<file path="src/rtl/fabric_pkg.sv">
// fabric_pkg: shared descriptor layout, reset defaults and sequencer state encoding
package fabric_pkg;
  localparam int DEPTH_W  = 16;
  localparam int STRIDE_W = 8;
  localparam int HINTS_W  = 32;
  localparam int LCNT_W   = 16;
  localparam int LMASK_W  = 15;
  localparam logic [LCNT_W-1:0]  DEF_LANE_COUNT = 16'd15;
  localparam logic [LMASK_W-1:0] DEF_LANE_MASK  = 15'h7FFF;
  typedef enum logic [2:0] {S_IDLE, S_SETUP, S_RUN, S_DONE, S_DRAIN} state_t;
  typedef struct packed {
    logic [DEPTH_W-1:0]  depth;
    logic [STRIDE_W-1:0] stride;
    logic [HINTS_W-1:0]  hints;
    logic [LCNT_W-1:0]   lane_count;
    logic [LMASK_W-1:0]  lane_mask;
  } job_cfg_t;
  localparam job_cfg_t CFG_RESET = '{depth: '0, stride: '0, hints: '0, lane_count: DEF_LANE_COUNT, lane_mask: DEF_LANE_MASK};
endpackage

</file>
<file path="src/rtl/fabric_job_fifo.sv">
// fabric_job_fifo: synchronous descriptor FIFO with occupancy count and flush
module fabric_job_fifo #(
  parameter int WIDTH = 8,
  parameter int DEPTH = 4,
  localparam int AW = $clog2(DEPTH)
) (
  input  logic             clk,
  input  logic             rst,
  input  logic             i_flush,
  input  logic             i_push,
  input  logic [WIDTH-1:0] i_data,
  input  logic             i_pop,
  output logic [WIDTH-1:0] o_data,
  output logic             o_full,
  output logic             o_empty,
  output logic [AW:0]      o_count
);
  logic [WIDTH-1:0] r_mem [DEPTH];
  logic [AW-1:0]    r_wr;
  logic [AW-1:0]    r_rd;
  logic [AW:0]      r_count;
  logic             w_push;
  logic             w_pop;
  assign o_full  = r_count == (AW+1)'(DEPTH);
  assign o_empty = r_count == '0;
  assign o_count = r_count;
  assign o_data  = r_mem[r_rd];
  assign w_push  = i_push && !o_full && !i_flush;
  assign w_pop   = i_pop && !o_empty && !i_flush;
  // descriptor storage, written at the tail
  always_ff @(posedge clk) begin
    if (w_push) r_mem[r_wr] <= i_data;
  end
  // pointers wrap naturally because DEPTH is a power of two
  always_ff @(posedge clk) begin
    if (rst || i_flush) begin
      r_wr    <= '0;
      r_rd    <= '0;
      r_count <= '0;
    end else begin
      r_wr    <= w_push ? r_wr + AW'(1) : r_wr;
      r_rd    <= w_pop ? r_rd + AW'(1) : r_rd;
      r_count <= (w_push && !w_pop) ? r_count + (AW+1)'(1) : (w_pop && !w_push) ? r_count - (AW+1)'(1) : r_count;
    end
  end
endmodule

</file>
<file path="src/rtl/fabric_job_sequencer.sv">
// fabric_job_sequencer: queues fabric job descriptors and runs them back-to-back with watchdog and abort
module fabric_job_sequencer #(
  parameter int ADDR_WIDTH     = 32,
  parameter int QUEUE_DEPTH    = 4,
  parameter int TIMEOUT_CYCLES = 65535
) (
  input  logic                         s_axi_aclk,
  input  logic                         s_axi_areset,
  input  logic                         job_valid,
  output logic                         job_ready,
  input  logic [ADDR_WIDTH-1:0]        job_base_addr,
  input  logic [15:0]                  job_depth,
  input  logic [7:0]                   job_stride,
  input  logic [31:0]                  job_exec_hints,
  input  logic [15:0]                  job_lane_count,
  input  logic [14:0]                  job_lane_mask,
  input  logic                         abort,
  input  logic                         err_clear,
  output logic [ADDR_WIDTH-1:0]        fabric_base_addr,
  output logic [15:0]                  fabric_depth,
  output logic [7:0]                   fabric_stride,
  output logic [31:0]                  fabric_exec_hints,
  output logic [15:0]                  fabric_lane_count,
  output logic [14:0]                  fabric_lane_mask,
  output logic                         fabric_start,
  input  logic                         fabric_done,
  output logic                         busy,
  output logic [$clog2(QUEUE_DEPTH):0] queue_count,
  output logic [31:0]                  jobs_completed,
  output logic                         timeout_err,
  output logic                         irq_done
);
  import fabric_pkg::*;
  localparam int DW = ADDR_WIDTH + $bits(job_cfg_t);
  localparam logic [31:0] WD_LAST = 32'(TIMEOUT_CYCLES - 1);
  state_t                r_state;
  state_t                w_next;
  logic [ADDR_WIDTH-1:0] r_base;
  job_cfg_t              r_cfg;
  logic [31:0]           r_wdog;
  logic [31:0]           r_jobs;
  logic                  r_err;
  logic                  r_irq;
  logic [DW-1:0]         w_head;
  job_cfg_t              w_in_cfg;
  logic                  w_full;
  logic                  w_empty;
  logic                  w_pop;
  logic                  w_fire;
  logic                  w_retire;
  assign w_in_cfg = '{depth: job_depth, stride: job_stride, hints: job_exec_hints, lane_count: job_lane_count, lane_mask: job_lane_mask};
  fabric_job_fifo #(.WIDTH(DW), .DEPTH(QUEUE_DEPTH)) u_fifo (
    .clk     (s_axi_aclk),
    .rst     (s_axi_areset),
    .i_flush (abort),
    .i_push  (job_valid),
    .i_data  ({job_base_addr, w_in_cfg}),
    .i_pop   (w_pop),
    .o_data  (w_head),
    .o_full  (w_full),
    .o_empty (w_empty),
    .o_count (queue_count)
  );
  assign job_ready         = !w_full;
  assign fabric_base_addr  = r_base;
  assign fabric_depth      = r_cfg.depth;
  assign fabric_stride     = r_cfg.stride;
  assign fabric_exec_hints = r_cfg.hints;
  assign fabric_lane_count = r_cfg.lane_count;
  assign fabric_lane_mask  = r_cfg.lane_mask;
  assign jobs_completed    = r_jobs;
  assign timeout_err       = r_err;
  assign irq_done          = r_irq;
  // next state and outputs; abort overrides every transition, DONE/DRAIN hold while done is still high
  always_comb begin
    w_pop        = r_state == S_IDLE && !w_empty && !abort;
    w_retire     = r_state == S_RUN && fabric_done && !abort;
    w_fire       = TIMEOUT_CYCLES != 0 && r_state == S_RUN && !fabric_done && !abort && r_wdog == WD_LAST;
    fabric_start = r_state == S_RUN;
    busy         = r_state != S_IDLE;
    w_next       = abort ? S_IDLE :
                   r_state == S_IDLE  ? (w_empty ? S_IDLE : S_SETUP) :
                   r_state == S_SETUP ? S_RUN :
                   r_state == S_RUN   ? (fabric_done ? S_DONE : w_fire ? S_DRAIN : S_RUN) :
                   fabric_done ? r_state : S_IDLE;
  end
  // state, active config, watchdog, completion counter and sticky error
  always_ff @(posedge s_axi_aclk) begin
    if (s_axi_areset) begin
      r_state <= S_IDLE;
      r_base  <= '0;
      r_cfg   <= CFG_RESET;
      r_wdog  <= '0;
      r_jobs  <= '0;
      r_err   <= 1'b0;
      r_irq   <= 1'b0;
    end else begin
      r_state <= w_next;
      if (w_pop) {r_base, r_cfg} <= w_head;
      r_wdog  <= (r_state == S_RUN && !abort) ? r_wdog + 32'd1 : '0;
      if (w_retire) r_jobs <= r_jobs + 32'd1;
      r_irq   <= w_retire;
      r_err   <= w_fire || (r_err && !err_clear);
    end
  end
endmodule

</file>
<file path="config.mk">
export PLATFORM = sky130hd
export DESIGN_NAME = fabric_job_sequencer
export DESIGN_NICKNAME = d
export VERILOG_FILES = /design/src/rtl/fabric_pkg.sv /design/src/rtl/fabric_job_fifo.sv /design/src/rtl/fabric_job_sequencer.sv
export SDC_FILE = /design/constraint.sdc
export NUM_CORES = 1
export LEC_CHECK = 0
export CORE_ASPECT_RATIO = 1.2
export CORE_MARGIN = 4
export CORE_UTILIZATION = 53
export CTS_BUF_LIST = sky130_fd_sc_hd__clkbuf_8 sky130_fd_sc_hd__clkbuf_16
export DETAILED_ROUTE_END_ITERATION = 16
export PLACE_DENSITY = 0.76
export SLEW_MARGIN = 20
export SYNTH_ARGS = -nofsm -noshare
export SYNTH_HDL_FRONTEND = slang
export SYNTH_HIERARCHICAL = 1
export SYNTH_SLANG_ARGS = --single-unit
export TNS_END_PERCENT = 30
</file>
<file path="constraint.sdc">
create_clock -name s_axi_aclk -period 5.1 [get_ports s_axi_aclk]
set_input_delay 1.53 -clock s_axi_aclk [delete_from_list [all_inputs] [get_ports s_axi_aclk]]
set_output_delay 1.53 -clock s_axi_aclk [all_outputs]
set_load 0.005 [all_outputs]
</file>
# Word-level counts from Yosys, hierarchy flattened
# Memory sizes are Yosys's and may differ from the RTL's. A register that Yosys moved wholly into a read port is not among the register bits.
# Cells that the tools add are included.
# Widths: inputs -> output; s select.
[totals] reg_bits=76 mem_bits_rw=476 out_inout_bits=159 memories=1
[memory_table] memory="u_fifo.r_mem" depth=4 width=119 rd=1 rd_clocked_by_memory_dff=1 write_ports=1 line="fabric_job_fifo.sv:18" text="logic [WIDTH-1:0] r_mem [DEPTH];"
[classes] n_addsub=6 eq_ne=5 n_mux=11 bitwise_logic=1 n_reduce_logical=30
[ops] op="$add 32x1->32 const B" count=2
[ops] op="$eq 32x16->1 const B" count=1
[ops] op="$mux 3" count=8
[ops] op="$logic_and 1x1->1" count=15
[ops] op="$logic_not 1->1" count=7
[ops] op="$logic_not 3->1" count=2
[ops] op="$add 2x1->2 const B" count=2
[ops] op="$ne 4x2->1 const B" count=1
[ops] op="$reduce_or 2->1" count=2
[ops] op="$add 3x1->3 const B" count=1
[ops] op="$eq 3x1->1 const B" count=1
[ops] op="$eq 3x2->1 const B" count=1
[ops] op="$eq 3x3->1 const B" count=1
[ops] op="$mux 1" count=3
[ops] op="$reduce_bool 3->1" count=1
[ops] op="$sub 3x1->3 const B" count=1
[ops] op="$logic_or 1x1->1" count=2
[ops] op="$reduce_bool 2->1" count=1
[ops] op="$not 1->1" count=1

# Logic depth before layout (Yosys ltp)
[depth] word_depth=9 depth_mapped=14 ltp_nobuf=10

# Cells and area by module
# Netlist, hierarchy kept.
[by_module_without_submodules] mod="fabric_job_fifo" instances=1 cells_each=675 area_each_um2=17687.0
[by_module_without_submodules] mod="fabric_job_sequencer" instances=1 cells_each=912 area_each_um2=7399.6

# Worst setup path after synthesis
# No wires, ideal clock.
[synth_path] kind="input -> register" from="input port abort" to="register u_fifo.r_count[2], in the netlist u_fifo/o_count[2]" setup_ps=70 t_arrival_ps=4080 setup_slack_ps=950 cell_stages=12 n_path_buf=3 cell_sequence="or3_1 -> inv_1 -> clkbuf_1 -> clkbuf_1 -> or3b_1 -> buf_2 -> ha_1 -> inv_1 -> fa_1 -> xor2_1 -> or3_2 -> a21oi_1"
[synth_between] elab_chain_cells=7 elab_cells_between_ends=12 cone_classes="mux (1); reduce/logical (11)"
[synth_rtl] item="start, declared" line="fabric_job_sequencer.sv:17" text="input logic abort,"
[synth_rtl] item="$logic_not 1->1 (*)" line="fabric_job_sequencer.sv:76" text="w_pop = r_state == S_IDLE && !w_empty && !abort;"
[synth_rtl] item="$logic_and 1x1->1 (*)" line="fabric_job_sequencer.sv:76"
[synth_rtl] item="net w_pop" line="fabric_job_sequencer.sv:48" text="logic w_pop;"
[synth_rtl] item="$logic_and 1x1->1 (*) (2 in a row)" line="fabric_job_fifo.sv:29" text="assign w_pop = i_pop && !o_empty && !i_flush;"
[synth_rtl] item="$logic_not 1->1" line="fabric_job_fifo.sv:43" text="r_count <= (w_push && !w_pop) ? r_count + (AW+1)'(1) : (w_pop && !w_push) ? r_count - (AW+1)'(1) : r_count;"
[synth_rtl] item="$logic_and 1x1->1" line="fabric_job_fifo.sv:43"
[synth_rtl] item="$mux 3 / $reduce_bool 2->1 (equally long branches)"
[synth_rtl] item="end signal, assigned" line="fabric_job_fifo.sv:43"
[synth_rtl] item="end, declared" line="fabric_job_fifo.sv:21" text="logic [AW:0] r_count;"
# The timed path passes the listed nets; every way through them passes the cells marked *.
# A chain may end at the register's enable or synchronous reset.

# Final worst setup path
[layout_path] from="input port abort" to="register, netlist name fabric_exec_hints[3]"
[layout_between] elab_chain_cells=2
[layout_rtl] item="$logic_not 1->1" line="fabric_job_sequencer.sv:76"
[layout_rtl] item="$logic_and 1x1->1" line="fabric_job_sequencer.sv:76"
# No other way between the ends.

==> results.sh <==
export IMPL_outcome="completed"
export IMPL_placed_cells=2416
export IMPL_total_power_uw=11000
export IMPL_whs_ns=0.454
export IMPL_coreArea_um2=46900
export IMPL_seq_area_frac_synth_pct=72.7
export IMPL_drv_slew=0
export IMPL_antenna_left=0
export IMPL_final_setup_viol_count=0
export IMPL_synthesis_area_um2=25100
export IMPL_gp_congestion=0.803
export IMPL_h_tree_depth=2
export IMPL_grt_max_degree=120
export IMPL_ir_drop_uv=428
export IMPL_post_place_ws_ns=0.722
export IMPL_drive_gt1_share_pct=12.8
export IMPL_grt_pass1_wl_um=85100
export IMPL_fin_crit_sh_pct=73.9
export IMPL_finClkSkew_ns=0.0278
export IMPL_globalRoute_totalOverflow=0
export IMPL_port_buffers=283
export IMPL_drc=0
export IMPL_cts_setup_buffers=0
export IMPL_ios=284
export IMPL_gr_usage_all_layers_pct=21.7
export IMPL_first_pass_iters=7
export IMPL_synth_seq_cells=673
export IMPL_die_w_um=207
export IMPL_hold_buffers=0
export IMPL_yosys_top_cells_area="edfxtp_1 (57%), dfxtp_1 (16%), mux4_2 (11%)"
export IMPL_grt_pass1_vias=14821
export IMPL_synth_main_ff_cell="edfxtp_1"
export IMPL_yosysUniqueCellTypes=46
export IMPL_cts_sinks=673
export IMPL_insertion_delay_ns=0.64
export IMPL_synth_edf_count=476
export IMPL_setup_slack_ns=1.33
export IMPL_critPathKind="in -> reg"
export IMPL_synth_top_cell_area_share_pct=57.0
export IMPL_worst_pin_slew_ns=0.941
export IMPL_p_leak_uw=0.00958
export IMPL_fp_dieH_um=246
export IMPL_nFillCells=3254
export IMPL_ys_top_cells_by_count="edfxtp_1 (476), nand2_1 (268), dfxtp_1 (197)"
export IMPL_cts_tree="yes"
export IMPL_ys_async_sr_fraction_pct=0
export IMPL_yosysWarnings=6
export IMPL_max_freq_mhz=265
export IMPL_arrival_ns=4.32
export IMPL_syn_inst=1587
export IMPL_ctsLongestPathBuffers=3
export IMPL_fin_cells=2535
export IMPL_multi_input_area_um2=6360
export IMPL_start_util_pct=53.5
export IMPL_hpwl_um=31400
export IMPL_wl_um=55400
export IMPL_hold_viol=0
export IMPL_setup_tns_ns=0
export IMPL_synth_nets=1721
export IMPL_drtIter0Drc=897
export IMPL_die_area_um2=50900
export IMPL_hold_path_class="reg -> reg"
export IMPL_path_clk_slew_ns=0.06
export IMPL_start_kind="input pin"
export IMPL_timing_slew_headroom_pct=37.3
export IMPL_min_period_ns=3.77
export IMPL_yosys_area_top_type="edfxtp_1"
export IMPL_reg2reg_slack_ns=1.95
export IMPL_p_per_area_nw_per_um2=361
export IMPL_antenna_found_initial=11
export IMPL_numCtsBuffers=60
export IMPL_via_per_inst=5.75
export IMPL_synth_area_per_cell_um2=15.8
export IMPL_synth_most_common_cell="edfxtp_1"
export IMPL_worst_setup_path_end_kind="register"
export IMPL_cts_root_buffer_cell="clkbuf_16"
export IMPL_path_max_fanout=66
export IMPL_nets=1989
export IMPL_cp_required_ns=5.66
export IMPL_area_delta_synth_final_pct=21.4
export IMPL_cts_resized=0
export IMPL_vias=14564
export IMPL_num_rows=87
export IMPL_seq_area_um2=18200
export IMPL_maxCapViolCount=0
export IMPL_wl_per_cell_um=21.8
export IMPL_rsz0062_at_grt="no"
## area by class of cell
| type | count | area share, % |
|---|---|---|
| Antenna cell | 5 | 0.0411 |
| Clock buffer | 64 | 5.11 |
| Clock inverter | 50 | 1.50 |
| Inverter | 15 | 0.193 |
| Multi-Input combinational cell | 809 | 20.9 |
| Sequential cell | 673 | 59.9 |
| Tap cell | 623 | 2.56 |
| Timing Repair Buffer | 296 | 9.83 |
## where the power goes
group | internal (uW) | switching [uW] | total (uW)
sequential | 5950 | 46.8 | 6000
combinational | 239 | 236 | 475
clock | 2560 | 1970 | 4530
total | 8750 | 2250 | 11000
## layout by cell type, fill, tap and decap left out, drive strengths merged, types with 11 or more instances in the layout
cell type / n
or3: 18
nand3: 24
o21ai: 13
or4: 35
nor2: 29
clkinv: 31
nand4: 18
buf: 14
xor2: 11
o31ai: 31
clkbuf: 64
nand3b: 20
clkdlybuf4s50: 282
a21oi: 147
edfxtp: 476
dfxtp: 197
mux4: 119
nand2: 268
inv: 27
## sequential cells by signal, summed over array words and instances, names as in the netlist, named ones only
register and cells:
irq_done 1, u_fifo/r_rd 2, fabric_exec_hints 32, fabric_lane_count 16, fabric_depth 16, r_state 3
u_fifo/r_mem 476, fabric_lane_mask 15, fabric_stride 8, fabric_base_addr 32, r_wdog 32, u_fifo/r_wr 2
jobs_completed 32, u_fifo/o_count 3, timeout_err 1
## worst max-delay path, cell delays in order
cell	delay, ns
clkdlybuf4s50_1	0.71
or3_4	0.23
buf_4	0.60
buf_4	0.69
nand2_1	0.17
a21oi_1	0.20
## path summary, 6_finish.rpt
kind | depth (start not counted) | endpoint | from
setup / recovery | 6 | fabric_exec_hints[3] | abort
setup reg to reg | 6 | fabric_exec_hints[3] | u_fifo/o_count[0]
hold / removal | 2 | fabric_stride[0] | fabric_stride[0]
hold reg to reg | 2 | fabric_stride[0] | fabric_stride[0]
## per-layer routing
layer | global-route usage (%) | part of all wire, %
met5 | 0 | 0.19
met3 | 4.67 | 6.9
met1 | 28.5 | 40
met4 | 5.93 | 2.1
met2 | 36.9 | 51
## stage by stage
stage / util (%) / instance area (um2)
final: 64.9 / 30500
after global routing: 64.9 / 30500
after CTS: 64.9 / 30500
after detailed placement: 60.6 / 28400
after global placement: 60.6 / 28400
after floorplan: - / 25100
## cell families (layout without fill, tap and decap cells)
logic type | count (synthesis) | after routing | share of synthesized area (%)
other | 0 | 5 | 0
AND/OR/NAND/NOR | 461 | 461 | 8.92
buffers and inverters | 105 | 425 | 2.03
AO/OA/AOI/OAI | 194 | 194 | 4.23
flip-flops | 673 | 673 | 72.7
XOR/XNOR | 19 | 19 | 0.663
multiplexers | 126 | 126 | 11.0
adder cells (fa/ha/maj) | 9 | 9 | 0.479
Note: power is estimated with default switching activity, not from simulation.
